## src/rtl/dti_src_pkg.sv

```systemverilog
// Shared types for the DTI pattern source and its sink-side companions.
package dti_src_pkg;

    typedef enum logic [1:0] {IDLE, SEND, GAP, DONE} src_state_t;
    typedef enum logic {MODE_INCR, MODE_LFSR} src_mode_t;

    localparam logic [15:0] DEFAULT_TAPS = 16'hB400;

endpackage

```

## src/rtl/dti_lfsr_step.sv

```systemverilog
// One LFSR step: shift left, feed back XOR of tapped bits into bit 0.
module dti_lfsr_step
    import dti_src_pkg::*;
#(
    parameter int                W_DATA = 16,
    parameter logic [W_DATA-1:0] TAPS   = W_DATA'(DEFAULT_TAPS)
) (
    input  logic [W_DATA-1:0] cur_i,
    output logic [W_DATA-1:0] nxt_o
);

    assign nxt_o = {cur_i[W_DATA-2:0], ^(cur_i & TAPS)};

endmodule

```

## src/rtl/dti_pattern_src.sv

```systemverilog
// DTI burst producer: incrementing or LFSR words with optional idle gaps.
module dti_pattern_src
    import dti_src_pkg::*;
#(
    parameter int                W_DATA = 16,
    parameter int                W_CNT  = 16,
    parameter int                W_GAP  = 8,
    parameter logic [W_DATA-1:0] TAPS   = W_DATA'(DEFAULT_TAPS)
) (
    input  logic              clk,
    input  logic              rst,
    input  logic              start,
    input  logic [W_CNT-1:0]  cfg_len,
    input  logic [W_GAP-1:0]  cfg_gap,
    input  logic              cfg_mode,
    input  logic [W_DATA-1:0] cfg_seed,
    output logic [W_DATA-1:0] dout_data,
    output logic              dout_valid,
    input  logic              dout_ready,
    output logic              busy,
    output logic              done,
    output logic [W_CNT-1:0]  sent_cnt
);

    src_state_t        state_q, state_d;
    src_mode_t         mode_q, mode_d;
    logic [W_DATA-1:0] data_q, data_d;
    logic [W_CNT-1:0]  sent_q, sent_d;
    logic [W_CNT-1:0]  len_q, len_d;
    logic [W_GAP-1:0]  gap_q, gap_d;
    logic [W_GAP-1:0]  gcnt_q, gcnt_d;
    logic [W_DATA-1:0] lfsr_nxt;

    dti_lfsr_step #(
        .W_DATA (W_DATA),
        .TAPS   (TAPS)
    ) u_step (
        .cur_i (data_q),
        .nxt_o (lfsr_nxt)
    );

    always_comb begin
        state_d = state_q;
        mode_d  = mode_q;
        data_d  = data_q;
        sent_d  = sent_q;
        len_d   = len_q;
        gap_d   = gap_q;
        gcnt_d  = gcnt_q;
        unique case (state_q)
            IDLE: begin
                if (start) begin
                    len_d  = cfg_len;
                    gap_d  = cfg_gap;
                    mode_d = src_mode_t'(cfg_mode);
                    sent_d = '0;
                    // An all-zero LFSR would lock up, so seed 0 becomes 1.
                    if (cfg_mode && cfg_seed == '0)
                        data_d = W_DATA'(1);
                    else
                        data_d = cfg_seed;
                    state_d = (cfg_len == '0) ? DONE : SEND;
                end
            end
            SEND: begin
                if (dout_ready) begin
                    sent_d = sent_q + W_CNT'(1);
                    if (mode_q == MODE_LFSR)
                        data_d = lfsr_nxt;
                    else
                        data_d = data_q + W_DATA'(1);
                    if (sent_d == len_q) begin
                        state_d = DONE;
                    end else if (gap_q != '0) begin
                        state_d = GAP;
                        gcnt_d  = gap_q - W_GAP'(1);
                    end
                end
            end
            GAP: begin
                if (gcnt_q == '0)
                    state_d = SEND;
                else
                    gcnt_d = gcnt_q - W_GAP'(1);
            end
            DONE: begin
                state_d = IDLE;
            end
            default: begin
                state_d = IDLE;
            end
        endcase
    end

    always_ff @(posedge clk or posedge rst) begin
        if (rst) begin
            state_q <= IDLE;
            mode_q  <= MODE_INCR;
            data_q  <= '0;
            sent_q  <= '0;
            len_q   <= '0;
            gap_q   <= '0;
            gcnt_q  <= '0;
        end else begin
            state_q <= state_d;
            mode_q  <= mode_d;
            data_q  <= data_d;
            sent_q  <= sent_d;
            len_q   <= len_d;
            gap_q   <= gap_d;
            gcnt_q  <= gcnt_d;
        end
    end

    assign dout_valid = (state_q == SEND);
    assign dout_data  = data_q;
    assign busy       = (state_q != IDLE);
    assign done       = (state_q == DONE);
    assign sent_cnt   = sent_q;

endmodule
```

## config.mk

```make
export PLATFORM = sky130hd
export DESIGN_NAME = dti_pattern_src
export DESIGN_NICKNAME = d
export VERILOG_FILES = /design/src/rtl/dti_src_pkg.sv /design/src/rtl/dti_lfsr_step.sv /design/src/rtl/dti_pattern_src.sv
export SDC_FILE = /design/constraint.sdc
export NUM_CORES = 1
export LEC_CHECK = 0
export CORE_MARGIN = 10
export CORE_UTILIZATION = 50
export CTS_BUF_LIST = sky130_fd_sc_hd__clkbuf_8
export DETAILED_ROUTE_END_ITERATION = 16
export PLACE_DENSITY = 0.79
export RECOVER_POWER = 100
export SKIP_LAST_GASP = 1
export SLEW_MARGIN = 20
export SYNTH_ARGS = -nofsm -noshare
export SYNTH_HDL_FRONTEND = slang
export SYNTH_HIERARCHICAL = 1
export SYNTH_SLANG_ARGS = --single-unit
```

## constraint.sdc

```tcl
create_clock -name clk -period 2.28 [get_ports clk]
set_input_delay 0.342 -clock clk [delete_from_list [all_inputs] [get_ports clk]]
set_output_delay 0.342 -clock clk [all_outputs]
set_load 0.03 [all_outputs]
```

==> results of run 1 <==
layer usage:
layer,up-vias,wire length [um],track usage [%]
met5,-,0,0
met4,0,374,8.84
met3,39,886,4.34
met2,194,7310,37.8
met1,2203,5980,26.7
li1,2145,-,-
power by group through the flow:
| stage | registers [uW] | logic, uW | clock network, uW |
|---|---|---|---|
| detailed placement | 2380 | 4070 | 0 |
| global placement | 2360 | 3950 | 0 |
| finish | 2370 | 4120 | 1380 |
| floorplan | 2470 | 2610 | 0 |
| global route | 2440 | 4530 | 1440 |
| CTS | 2360 | 4130 | 1380 |
what timing repair did:
item                       4_1_cts  5_1_grt
gates resized for setup          9       13
buffers inserted                 8        5
pin swaps                        8       15
setup endpoints to repair       11       10
registers in the layout, summed over array words and instances, names as in the netlist:
name and cells:
len_q 16, mode_q 1, gcnt_q 8, dout_data 16, sent_cnt 16, gap_q 8
state_q 2
metrics by stage:
step	cells	hold WS [ns]	utilization, %
2_1_floorplan	525	0.490	-
3_3_place_gp	732	0.514	66.4
3_5_place_dp	732	0.525	66.4
4_1_cts	756	0.346	70.7
5_1_grt	761	0.561	71.5
6_report	761	0.542	71.5
layout make-up:
class / instances / area share, %
well taps: 108 / 2.15
flip-flops and latches: 67 / 26.8
clock inverters: 6 / 2.17
clock buffers: 10 / 2.19
repair buffers: 155 / 21.6
inverters: 10 / 0.596
multi-input cells: 405 / 44.5
kinds of logic (layout without fill, tap and decap cells):
family,after synthesis,count (layout)
AOI/OAI and AO/OA,122,122
xor gates and xnor gates,38,38
adders and majority gates,3,3
buffers and inverters,53,181
DFF,67,67
muxes,36,36
and+or+nand+nor,206,206
final timing paths:
path	startpoint	end	slack (ns)	cells past startpoint
max	sent_cnt[3]	state_q[0]	-0.17	10
min reg2reg	len_q[10]	len_q[10]	0.54	1
max reg2reg	sent_cnt[3]	state_q[0]	-0.17	10
max in group asynchronous	rst	sent_cnt[0]	0.40	3
min in group asynchronous	rst	sent_cnt[10]	0.59	2
min	len_q[10]	len_q[10]	0.54	1
layout by cell type (no fill, tap or decap), types with 3 or more instances in the layout:
master,instances
a211oi_1,3
a211oi_2,4
a21oi_1,17
a22o_1,3
a31oi_1,10
and3_1,6
and4_1,3
buf_4,63
buf_6,4
bufinv_16,4
clkbuf_1,3
clkbuf_2,5
clkbuf_8,10
clkdlybuf4s50_1,44
dfrtp_1,57
dfrtp_2,10
dlygate4sd3_1,34
inv_1,9
mux2_2,26
mux2i_1,10
nand2_1,65
nand2b_1,8
nand3_1,17
nand3_4,3
nand4_1,12
nor2_1,41
nor3_1,14
nor3_2,3
nor4_1,8
nor4_4,3
o21a_1,5
o21ai_0,47
o31ai_1,4
o41ai_1,8
or3_4,3
xnor2_1,22
xor2_1,15
critical path, delay by kind of cell (launching register included):
family / cells / cell delay (ns)
xor+xnor: 1 / 0.19
flops: 1 / 0.43
simple gates: 3 / 0.79
compound gates: 3 / 0.56
buf+inv: 3 / 0.42
==> qor.yml, run 1 <==
cts:
  cts_buffer_depth: 2
  root_buffer_selected_by_cts: "clkbuf_8"
  clkSlewWorstSetupHoldPaths_ns: 0.08
  clk-insertion-delay-late_ns: 0.35
  cts_inserted_buffers: 9
  cts_tree: "yes"
  clock_sinks: 67
  ctsHtreeMaxLevel: 3
  cts_hold_repair.buffers: 0
yosys:
  yosys-mux-area-fraction_pct: 8.59
  synth_edf_count: 0
  post_synthesis_share_of_cell_area_spent_on_full_adders_half_adders_and_majority_gates_pct: 0.821
  net_count_of_the_mapped_netlist: 573
  main_combinational_cell_family_by_area_after_synthesis: "simple AND/OR/NAND/NOR gates"
  synth_top_cell_by_area: "dfrtp_1"
  share_of_the_synthesized_netlist_area_taken_by_xor_and_xnor_gates_pct: 7.44
  synth_top_cells_by_count: "dfrtp_1 (67), nand2_1 (65), o21ai_0 (48)"
  syn_area_mm2: 0.00457
  synth_sequential_area_ratio_pct: 36.7
  synth_simple_gate_area_share_pct: 22.6
  ys.warnings.count: 6
  primary_ff_master_synth: "dfrtp_1"
  synth_top_area_share_pct: 36.7
  synth_seq_cells: 67
  syn_inst: 525
  netlist-cell-type-count: 62
  ys_async_sr_fraction_pct: 100
  syn_avg_cell_area_um2: 8.71
  yosys-top-cells-area: "dfrtp_1 (37%), mux2_2 (6.4%), nand2_1 (5.3%), o21ai_0 (5.3%), xnor2_1 (4.2%)"
  library_cell_with_the_highest_instance_count_after_synthesis: "dfrtp_1"
  post_synthesis_compound_gate_area_fraction_pct: 17.7
floorplan:
  initial_utilization_pct: 51.9
  io_pins: 80
  die_w_um: 116
  fp.dieArea_mm2: 0.0134
  dieHeight_um: 116
  total_core_area_mm2: 0.00881
  num_rows: 34
timing:
  setup_violations: 10
  tns_ns: -1.17
  timing_worst_slew_pin_value_ns: 0.908
  fmax_mhz: 408
  timing.final.crit_share_pct: 107
  final-hold-violation-count: 0
  grt_setup_unrepaired: "yes"
  setup_ws_ns: -0.170
  max_slew_violation_count: 0
  period_minus_slack_ns: 2.45
  setup_skew_after_layout_ns: 0.0113
  timing.slew.headroom_pct: 39.4
job:
  cap_viol_max_count: 0
critical_path:
  critical-path-top-cell-by-count: "buf_4"
  required_ns: 2.56
  cpPeakStageDelay_ns: 0.43
  setup.worst_path.start_class: "flop"
  critPathArrivalTime_ns: 2.73
  critPathCaptureType: "flop"
  crit_slowest_cell: "dfrtp_2"
  worst-path-max-fanout: 6
  critical_path_class: "reg -> reg"
  timing.critical_path.cells: "buf_4 -> buf_6 -> nand4_1 -> nor4_4 -> xnor2_1 -> o2111ai_4 -> buf_4 -> or3_4 -> a31o_1 -> a21oi_2"
place:
  numPortBuffers: 79
  postPlaceCellArea_mm2: 0.00585
  globalplace.congestion: 0.918
  dpl.hpwl_um: 10700
  place_worst_setup_slack_ns: -0.148
finish:
  fillCellCount: 696
  num_antenna_cells: 0
  layout-drive-gt1-share_pct: 24.2
  multiInputGateArea_mm2: 0.00280
  nNetsFinal: 696
  postLayoutCellArea_mm2: 0.00629
  syn2layout_area_growth_pct: 37.7
  sequential_cell_area_mm2: 0.00169
pwr:
  leak_pwr_uw: 0.00265
  pwr-share-clk_pct: 17.5
  total_net_switching_power_uw: 3510
  power_total_uw: 7870
  power.ir.vdd_worst_uv: 690
  p_per_area_mw_per_mm2: 1250
  intPower_uw: 4350
  share_seq_of_total_power_pct: 30.2
  pwr-share-comb_pct: 52.3
  power_switching_share_pct: 44.6
detailed_routing:
  post_drt_via_cell_ratio: 6.02
  final_antenna_net_count: 0
  total_detailed_routing_wirelength_um: 14500
  routed-via-count: 4581
  wire_length_per_cell_um: 19.1
  drt_first_iter_violations: 407
  remaining_drc_errors: 0
  dr.pass1.iters: 5
run_status:
  result_of_the_run: "finished with violations"
  violations: "setup timing"
grt:
  maximum_number_of_pins_on_one_net_before_global_route_repair: 30
  grt_overflow_total: 0
  grt_use_total_pct: 22.1
  grt_pass1_wl_um: 23900
  antenna_found_initial: 0
  vias_in_the_first_global_route: 4712
worst_hold_path:
  worst_hold_path_type: "reg -> reg"
(Power assumes the default switching activity.)
==> inputs of run 2 (changes only) <==
Settings changed: PLACE_DENSITY 0.79 to 0.8, SYNTH_HIERARCHICAL 1 to unset.
==> run 2 against run 1 <==
Compared with the run above: the run still ends with setup timing left; global-route usage rose by 0.30 points; first-iteration DRC count increased by 76%; register-to-register slack worse by 0.06 ns; routed wire length rose by 4.9%; combinational power shrank 3%; critical path type unchanged.
==> qor.yml, run 2 <==
run_status:
  result_of_the_run: "finished with violations"
  violations: "setup timing"
pwr:
  power_total_uw: 7370
  p_per_area_mw_per_mm2: 1180
  pwr-share-clk_pct: 13.8
  pwr-share-comb_pct: 54.4
  share_seq_of_total_power_pct: 31.7
  intPower_uw: 3930
  power.ir.vdd_worst_uv: 678
  total_net_switching_power_uw: 3430
  leak_pwr_uw: 0.00255
  power_switching_share_pct: 46.6
yosys:
  main_combinational_cell_family_by_area_after_synthesis: "simple AND/OR/NAND/NOR gates"
  syn_avg_cell_area_um2: 8.58
  synth_seq_cells: 67
  ys.warnings.count: 0
  syn_inst: 521
  post_synthesis_share_of_cell_area_spent_on_full_adders_half_adders_and_majority_gates_pct: 1.12
  synth_simple_gate_area_share_pct: 25.1
  netlist-cell-type-count: 59
  primary_ff_master_synth: "dfrtp_1"
  yosys-top-cells-area: "dfrtp_1 (38%), mux2_2 (6.0%), nand2_1 (5.3%), o21ai_0 (4.8%), a21oi_1 (3.7%)"
  share_of_the_synthesized_netlist_area_taken_by_xor_and_xnor_gates_pct: 4.90
  syn_area_mm2: 0.00447
  synth_edf_count: 0
  yosys-mux-area-fraction_pct: 7.17
  library_cell_with_the_highest_instance_count_after_synthesis: "dfrtp_1"
  net_count_of_the_mapped_netlist: 570
  post_synthesis_compound_gate_area_fraction_pct: 19.8
  synth_top_area_share_pct: 37.5
  synth_sequential_area_ratio_pct: 37.5
  synth_top_cell_by_area: "dfrtp_1"
  ys_async_sr_fraction_pct: 100
  synth_top_cells_by_count: "dfrtp_1 (67), nand2_1 (63), o21ai_0 (43)"
timing:
  setup_violations: 10
  fmax_mhz: 398
  grt_setup_unrepaired: "yes"
  timing.slew.headroom_pct: 36.8
  timing_worst_slew_pin_value_ns: 0.946
  tns_ns: -1.67
  final-hold-violation-count: 0
  setup_skew_after_layout_ns: 0.0147
  period_minus_slack_ns: 2.51
  max_slew_violation_count: 0
  timing.final.crit_share_pct: 110
  setup_ws_ns: -0.234
finish:
  syn2layout_area_growth_pct: 40.1
  layout-drive-gt1-share_pct: 24.7
  layout.cells.most_common: "buf_4"
  final_cell_count_no_fill: 772
  layout_common_cells: "buf_4 (66), nand2_1 (63), dfrtp_1 (58), clkdlybuf4s50_1 (48), o21ai_0 (42)"
  nNetsFinal: 708
  num_antenna_cells: 0
place:
  dpl.hpwl_um: 10600
  globalplace.congestion: 0.971
  numPortBuffers: 79
  dp_cell_count: 744
cts:
  clk-insertion-delay-late_ns: 0.35
  cts_hold_repair.buffers: 0
  clkSlewWorstSetupHoldPaths_ns: 0.08
  ctsHtreeMaxLevel: 3
  cts_inserted_buffers: 9
  clock_sinks: 67
  root_buffer_selected_by_cts: "clkbuf_8"
  cts_tree: "yes"
  cts_buffer_depth: 2
detailed_routing:
  final_antenna_net_count: 0
  drt_first_iter_violations: 716
  dr.pass1.iters: 6
  routed-via-count: 4914
  remaining_drc_errors: 0
  wire_length_per_cell_um: 19.8
  post_drt_via_cell_ratio: 6.37
  total_detailed_routing_wirelength_um: 15200
grt:
  grt_overflow_total: 0
  vias_in_the_first_global_route: 4843
  grt_use_total_pct: 22.4
  grt_pass1_wl_um: 24400
  antenna_found_initial: 0
  maximum_number_of_pins_on_one_net_before_global_route_repair: 41
floorplan:
  dieHeight_um: 115
  fp.dieArea_mm2: 0.0131
  total_core_area_mm2: 0.00872
  num_rows: 34
  die_w_um: 115
  initial_utilization_pct: 51.2
  io_pins: 80
critical_path:
  timing.critical_path.cells: "ha_4 -> nand4_1 -> buf_4 -> nor4_2 -> xnor2_1 -> nor2_2 -> nor4_4 -> buf_6 -> o31ai_2 -> a221o_1"
  critical_path_class: "reg -> reg"
  setup.worst_path.start_class: "flop"
  cp.buffers_inverters: 2
  crit_slowest_cell: "dfrtp_2"
  family_with_the_most_delay_on_the_worst_path: "simple AND/OR/NAND/NOR gates"
  required_ns: 2.51
  critPathArrivalTime_ns: 2.75
  critPathCaptureType: "flop"
  worst-path-max-fanout: 5
  cpPeakStageDelay_ns: 0.41
job:
  cap_viol_max_count: 0
worst_hold_path:
  worst_hold_path_type: "reg -> reg"
[run 2: what timing repair did]
item,in CTS,in global routing
pin swaps,11,16
setup endpoints to repair,10,12
gates resized for setup,18,20
gates cloned,1,0
buffers inserted,10,1
[run 2: path summary, 6_finish.rpt]
path | endpoint | depth (start not counted) | slack (ns) | from
setup reg to reg | gcnt_q[2] | 10 | -0.23 | sent_cnt[1]
setup / recovery | gcnt_q[2] | 10 | -0.23 | sent_cnt[1]
hold / removal | len_q[9] | 1 | 0.53 | len_q[9]
max in group asynchronous | sent_cnt[8] | 3 | 0.44 | rst
min in group asynchronous | dout_data[14] | 2 | 0.65 | rst
hold reg to reg | len_q[9] | 1 | 0.53 | len_q[9]
[run 2: power by group through the flow]
| stage | sequential, uW | combinational (uW) | clock (uW) |
|---|---|---|---|
| 4_1_cts | 2300 | 4020 | 1030 |
| 3_3_place_gp | 2270 | 3780 | 0 |
| 2_1_floorplan | 2440 | 2320 | 0 |
| 5_1_grt | 2410 | 4330 | 1090 |
| 3_5_place_dp | 2310 | 3910 | 0 |
| 6_report | 2340 | 4010 | 1020 |
[run 2: metal layers]
layer  global-route usage, %  up-vias  share of wire [%]
met5                       0        -                  0
met4                    10.7        0                3.4
met3                    4.14       55                9.1
met2                    35.9      318                 47
met1                    28.3     2337                 41
li1                        -     2204                  -
[run 2: stage by stage]
| step | setup slack (ns) | cell area [um2] | hold WS, ns | util (%) |
|---|---|---|---|---|
| floorplan | -0.243 | 4550 | 0.459 | - |
| global placement | -0.112 | 5860 | 0.514 | 67.2 |
| detailed placement | -0.356 | 5860 | 0.517 | 67.2 |
| CTS | -0.187 | 6220 | 0.388 | 71.3 |
| global route | -0.350 | 6260 | 0.556 | 71.8 |
| finish | -0.234 | 6260 | 0.530 | 71.8 |
[run 2: cells by family (layout without fill, tap and decap cells)]
| family | count (synthesis) | after routing |
|---|---|---|
| AND/OR/NAND/NOR | 215 | 215 |
| AO/OA/AOI/OAI | 137 | 137 |
| flip-flops | 67 | 67 |
| buffers and inverters | 44 | 187 |
| multiplexers | 29 | 29 |
| XOR/XNOR | 25 | 25 |
| adder cells (fa/ha/maj) | 4 | 4 |
[run 2: cell type report]
type | count | area [um2]
clock buffer | 10 | 138
clock inverter | 6 | 66.3
fill | 635 | 2460
inverter | 12 | 45.0
multi-input combinational | 410 | 2790
sequential | 67 | 1690
tap | 108 | 135
timing repair buffer | 159 | 1390
